--- src/rtl/dmem_pkg.sv ---
// Shared types and default parameters for the data-memory controller.
package dmem_pkg;
  typedef enum logic [1:0] {ST_INIT, ST_IDLE, ST_BUSY, ST_RESP} state_t;

  localparam int DEF_DATA_W    = 16;
  localparam int DEF_ADDR_W    = 8;
  localparam int DEF_DEPTH     = 256;
  localparam int DEF_LATENCY   = 2;
  localparam int DEF_MON_WORDS = 4;
endpackage

--- src/rtl/dmem_array.sv ---
// Single-port synchronous word RAM with a parallel tap of the low words.
module dmem_array #(
  parameter int DATA_W    = 16,
  parameter int AW        = 8,
  parameter int DEPTH     = 256,
  parameter int MON_WORDS = 4
) (
  input  logic                        clk,
  input  logic                        en,
  input  logic                        we,
  input  logic [AW-1:0]               addr,
  input  logic [DATA_W-1:0]           wdata,
  output logic [DATA_W-1:0]           rdata,
  output logic [MON_WORDS*DATA_W-1:0] tap
);
  logic [DATA_W-1:0] mem [DEPTH];

  // rdata only moves on a read so the response word survives idle cycles
  always_ff @(posedge clk) begin
    if (en) begin
      if (we) mem[addr] <= wdata;
      else    rdata     <= mem[addr];
    end
  end

  for (genvar g = 0; g < MON_WORDS; g++) begin : g_tap
    assign tap[(MON_WORDS-1-g)*DATA_W +: DATA_W] = mem[g];
  end
endmodule

--- src/rtl/dmem_controller.sv ---
// Valid/ready front end for the word RAM: self-init, fixed-latency single
// outstanding access, and a registered snapshot of the low words.
module dmem_controller
  import dmem_pkg::*;
#(
  parameter int DATA_W    = DEF_DATA_W,
  parameter int ADDR_W    = DEF_ADDR_W,
  parameter int DEPTH     = DEF_DEPTH,
  parameter int LATENCY   = DEF_LATENCY,
  parameter int MON_WORDS = DEF_MON_WORDS
) (
  input  logic                        clk,
  input  logic                        rst_n,
  input  logic                        req_valid,
  output logic                        req_ready,
  input  logic                        req_write,
  input  logic [ADDR_W-1:0]           req_addr,
  input  logic [DATA_W-1:0]           req_wdata,
  output logic                        rsp_valid,
  input  logic                        rsp_ready,
  output logic [DATA_W-1:0]           rsp_rdata,
  output logic                        rsp_err,
  output logic                        init_done,
  output logic [MON_WORDS*DATA_W-1:0] monitor
);
  localparam int AW  = (DEPTH > 1) ? $clog2(DEPTH) : 1;
  localparam int WCW = (LATENCY > 1) ? $clog2(LATENCY) : 1;

  state_t              state, state_nxt;
  logic [AW-1:0]       icnt;
  logic [WCW-1:0]      wcnt, wcnt_nxt;
  logic                lat_write;
  logic [ADDR_W-1:0]   lat_addr;
  logic [DATA_W-1:0]   lat_wdata;
  logic                rsp_zero;

  logic                acc, acc_write, acc_err, in_init;
  logic [ADDR_W-1:0]   acc_addr;
  logic [DATA_W-1:0]   acc_wdata;
  logic                ram_en, ram_we;
  logic [AW-1:0]       ram_addr;
  logic [DATA_W-1:0]   ram_wdata, ram_rdata;
  logic [MON_WORDS*DATA_W-1:0] tap;

  // acc marks the edge that enters RESP; with LATENCY 1 that is the accept edge
  always_comb begin
    state_nxt = state;
    wcnt_nxt  = wcnt;
    acc       = 1'b0;
    acc_write = lat_write;
    acc_addr  = lat_addr;
    acc_wdata = lat_wdata;
    req_ready = 1'b0;
    rsp_valid = 1'b0;
    unique case (state)
      ST_INIT: if (icnt == AW'(DEPTH-1)) state_nxt = ST_IDLE;
      ST_IDLE: begin
        req_ready = 1'b1;
        acc_write = req_write;
        acc_addr  = req_addr;
        acc_wdata = req_wdata;
        if (req_valid) begin
          if (LATENCY > 1) begin
            state_nxt = ST_BUSY;
            wcnt_nxt  = WCW'(LATENCY-2);
          end else begin
            state_nxt = ST_RESP;
            acc       = 1'b1;
          end
        end
      end
      ST_BUSY: begin
        if (wcnt == '0) begin
          state_nxt = ST_RESP;
          acc       = 1'b1;
        end else begin
          wcnt_nxt = wcnt - 1'b1;
        end
      end
      ST_RESP: begin
        rsp_valid = 1'b1;
        if (rsp_ready) state_nxt = ST_IDLE;
      end
      default: state_nxt = ST_INIT;
    endcase
  end

  assign acc_err   = 32'(acc_addr) >= DEPTH;
  assign in_init   = (state == ST_INIT);
  assign ram_en    = in_init | (acc & ~acc_err);
  assign ram_we    = in_init | acc_write;
  assign ram_addr  = in_init ? icnt : acc_addr[AW-1:0];
  assign ram_wdata = in_init ? DATA_W'(icnt) : acc_wdata;
  assign rsp_rdata = rsp_zero ? '0 : ram_rdata;

  always_ff @(posedge clk or negedge rst_n) begin
    if (!rst_n) begin
      state     <= ST_INIT;
      icnt      <= '0;
      wcnt      <= '0;
      lat_write <= 1'b0;
      lat_addr  <= '0;
      lat_wdata <= '0;
      rsp_err   <= 1'b0;
      rsp_zero  <= 1'b1;
      init_done <= 1'b0;
      monitor   <= '0;
    end else begin
      state   <= state_nxt;
      wcnt    <= wcnt_nxt;
      monitor <= tap;
      if (in_init) begin
        icnt <= icnt + 1'b1;
        if (icnt == AW'(DEPTH-1)) init_done <= 1'b1;
      end
      if (req_ready && req_valid) begin
        lat_write <= req_write;
        lat_addr  <= req_addr;
        lat_wdata <= req_wdata;
      end
      // stores and out-of-range accesses report zero data
      if (acc) begin
        rsp_err  <= acc_err;
        rsp_zero <= acc_write | acc_err;
      end
    end
  end

  dmem_array #(
    .DATA_W(DATA_W), .AW(AW), .DEPTH(DEPTH), .MON_WORDS(MON_WORDS)
  ) u_array (
    .clk  (clk),
    .en   (ram_en),
    .we   (ram_we),
    .addr (ram_addr),
    .wdata(ram_wdata),
    .rdata(ram_rdata),
    .tap  (tap)
  );
endmodule

--- config.mk ---
export PLATFORM = sky130hd
export DESIGN_NAME = dmem_controller
export DESIGN_NICKNAME = d
export VERILOG_FILES = /design/src/rtl/dmem_pkg.sv /design/src/rtl/dmem_array.sv /design/src/rtl/dmem_controller.sv
export SDC_FILE = /design/constraint.sdc
export NUM_CORES = 2
export LEC_CHECK = 0
export CAP_MARGIN = 20
export CORE_MARGIN = 4
export CORE_UTILIZATION = 60
export CTS_CLUSTER_SIZE = 16
export DETAILED_ROUTE_END_ITERATION = 10
export PLACE_DENSITY = 0.76
export SLEW_MARGIN = 20
export SYNTH_ARGS = -nofsm -noshare
export SYNTH_HDL_FRONTEND = slang
export SYNTH_HIERARCHICAL = 1
export SYNTH_SLANG_ARGS = --single-unit
--- constraint.sdc ---
create_clock -name clk -period 20.8 [get_ports clk]
set_input_delay 3.12 -clock clk [delete_from_list [all_inputs] [get_ports clk]]
set_output_delay 3.12 -clock clk [all_outputs]
set_load 0.005 [all_outputs]
==> reports/qor.csv <==
metric,value,unit
status,completed,
Int Pwr,20.0,mW
worst-margin pin slew,1290,ps
Critical Path Fanout Max,61,
Routed WL,406000,um
main flop type after synthesis,edfxtp_1,
RR Endpoint,u_array/rdata[11],
fin. max-slew vios,0,
post-route minimum period,9050,ps
Critical R2R Launch,state[1],
Finish-stage setup viols,0,
# fillers,15200,
routed length per placed instance,35.9,um
"top cells by count, synth","edfxtp_1 (4112), mux4_2 (1024), a22oi_1 (512)",
"Hold Violations, Final",0,
first-pass GRT wire length,587000,um
Nets,7482,
vias,79400,
post-synthesis sequential area ratio,0.793,
cts bufs inserted,404,
Synth area leaders,"edfxtp_1 (78%), mux4_2 (15%), a22oi_1 (2.4%), dfrtp_1 (1.6%), a21oi_1 (0.81%)",
"Buf+Inv Stages, Crit Path",5,
Post-Synth Simple-Gate Area,0.0108,
WP data required,21480,ps
switch share,0.366,
"Arr. time, crit path",9730,ps
die width,523,um
clk_skew,80.2,ps
Clock Latency Late Sink,960,ps
Tot GR Track Use,0.300,
cts repair resizes,0,
GRT overflow,0,
buffer count from post-CTS setup fixing,0,
drt first pass iters,8,
largest net degree at the start of global routing,257,
Yosys top cell area share,0.777,
Crit path depth,12,
share of cells above drive strength 1,0.274,
final period utilization,0.435,
Inst Count DP,10600,
Synth Area in Compound Gates,0.0367,
post-route insts no fill,11300,
Final TNS setup,0,ps
number of global-route vias before repair,79800,
family with the most delay on the worst path,buffers and inverters,
PwrDens,175,nW/um2
Synth Register Bits,4213,
# IOs,113,
max cap viols,0,
CTS tree,built,
initial antenna violation count,23,
RSZ-0062 raised after global routing,false,
syn_area_per_cell,22.8,um2
antenna-violating nets left,0,
Adder-Cell Fraction of Synth Area,0.000472,
total power,31.5,mW
Synth Cell Area,159000,um2
vias per inst,7.02,
Post-synth EDFFs,4112,
CP Class,in2reg,
DP Wirelength,217000,um
biggest cell delay along the critical path,850,ps
Mapped Nets,7007,
area grow syn2layout,13.0,%
DR iter-0 viols,13000,
HP Class,reg2reg,
net switching power,11.5,mW
Synth area leader,edfxtp_1,
total clock sinks,4213,
Synth Area in XOR/XNOR,0.000386,
Seq. cell area,126000,um2
Worst path slowest cell,buf_4,
combinational family with the most area after synthesis,multiplexers,
initial core utilization,0.605,
RePlAce Congestion,0.833,
die extent in y,523,um
Placement Rows,188,
clock share of power,0.230,
VDD IR max,0.000337,V
depth of the CTS H-tree,5,
"Distinct cells, synth",39,
core area,263000,um2
r2r setup slk,12860,ps
share of power burned in registers,0.370,
Async SR Flop Fraction,0.0240,
static leakage,55.8,nW
die area,273000,um2
most frequent cell after synthesis,edfxtp_1,
worst hold start,u_array/mem[3][12],
Worst Hold Path EP,monitor[12],
I/O Buffers,111,
fmax,110,MHz
clk root buf,clkbuf_16,
Hold Buf Count CTS,0,
clock transition at the registers of the reported paths,70,ps
crit path capture type,register,
mux contribution to synthesized area,0.148,
CP most frequent cell,buf_4,
Max Buffers Root-to-Sink,4,
area of the multi-input gates,31800,um2
worst hold stages,0,
slew margin rel.,0.135,
Synth warnings,6,
Logic pwr share,0.401,
Gate Count Post-Synth,6972,
R2R cell count,13,
worst path cell trace,clkdlybuf4s50_1 -> a211oi_1 -> nor2_4 -> buf_4 -> buf_4 -> buf_4 -> buf_4 -> mux4_2 -> a22oi_1 -> a21oi_1 -> o41ai_1 -> nand4_1,
DRC viols,0,
core occupancy in the finished layout,0.683,
crit start category,primary input,
-- stage by stage --
stage / hold WS [ps] / cell area [um2] / setup slack [ps]
2_1_floorplan: 349 / 159000 / 10310
3_3_place_gp: 358 / 166000 / 10720
3_5_place_dp: 358 / 166000 / 10850
4_1_cts: 378 / 179000 / 11730
5_1_grt: 392 / 180000 / 11700
6_report: 379 / 180000 / 11750
-- registers in the layout (all words and copies together) (netlist names) --
name	cells
lat_wdata	16
lat_addr	8
lat_write	1
icnt	8
u_array/rdata	16
u_array/mem	4096
init_done	1
rsp_zero	1
state	2
monitor	64
-- worst max path at each step --
stage / from / endpoint / slack [ps]
after floorplan: req_wdata[11] / u_array/mem[0][11] / 10310
after global placement: req_addr[1] / u_array/rdata[13] / 10720
after detailed placement: req_addr[0] / u_array/rdata[10] / 10850
after CTS: req_addr[0] / u_array/rdata[10] / 11730
after global routing: req_addr[1] / u_array/rdata[2] / 11700
final: req_addr[1] / u_array/rdata[11] / 11750
-- cell type report --
type | instances | area share
antenna | 13 | 0.000181
clock buffer | 500 | 0.0596
clock inverter | 244 | 0.0128
inverter | 4 | 0.0000836
multi-input combinational | 2330 | 0.177
sequential | 4213 | 0.702
tap | 3515 | 0.0245
timing repair buffer | 494 | 0.0243
-- power by group through the flow --
stage | clock, mW | sequential, mW | combinational (mW)
after global placement | 0 | 11.8 | 12.0
after CTS | 7.29 | 11.6 | 12.5
after global routing | 7.68 | 11.6 | 13.2
after floorplan | 0 | 12.4 | 7.70
after detailed placement | 0 | 11.8 | 12.3
final | 7.23 | 11.6 | 12.6
-- cell families after synthesis --
| kind of cell | count (synthesis) |
|---|---|
| AO/OA/AOI/OAI | 852 |
| XOR/XNOR | 7 |
| adder cells (fa/ha/maj) | 6 |
| buffers and inverters | 429 |
| flip-flops | 4213 |
| multiplexers | 1061 |
| other | 1 |
| AND/OR/NAND/NOR | 403 |
-- layer usage --
layer	track usage	vias to the layer above	share of wire
li1	-	30800	-
met1	0.417	41400	0.34
met2	0.456	6282	0.47
met3	0.0768	939	0.13
met4	0.139	16	0.054
met5	0	-	0.00028
-- cell usage in the layout, fill, tap and decap left out, drive strengths merged, types with 3 or more instances in the layout --
cell           instances
edfxtp              4112
mux4                1024
a22oi                512
clkbuf               500
buf                  384
nor2                 286
a21oi                257
clkinv               181
clkdlybuf4s50        110
dfrtp                100
o41ai                 64
nor2b                 45
nand2                 34
bufinv                32
mux2                  27
nand4                 19
clkinvlp              19
a211oi                16
inv                   16
diode                 13
mux2i                 10
ha                     6
nand3                  5
xor2                   4
xnor2                  3
nand2b                 3
Power figures use the tool's default switching activity.
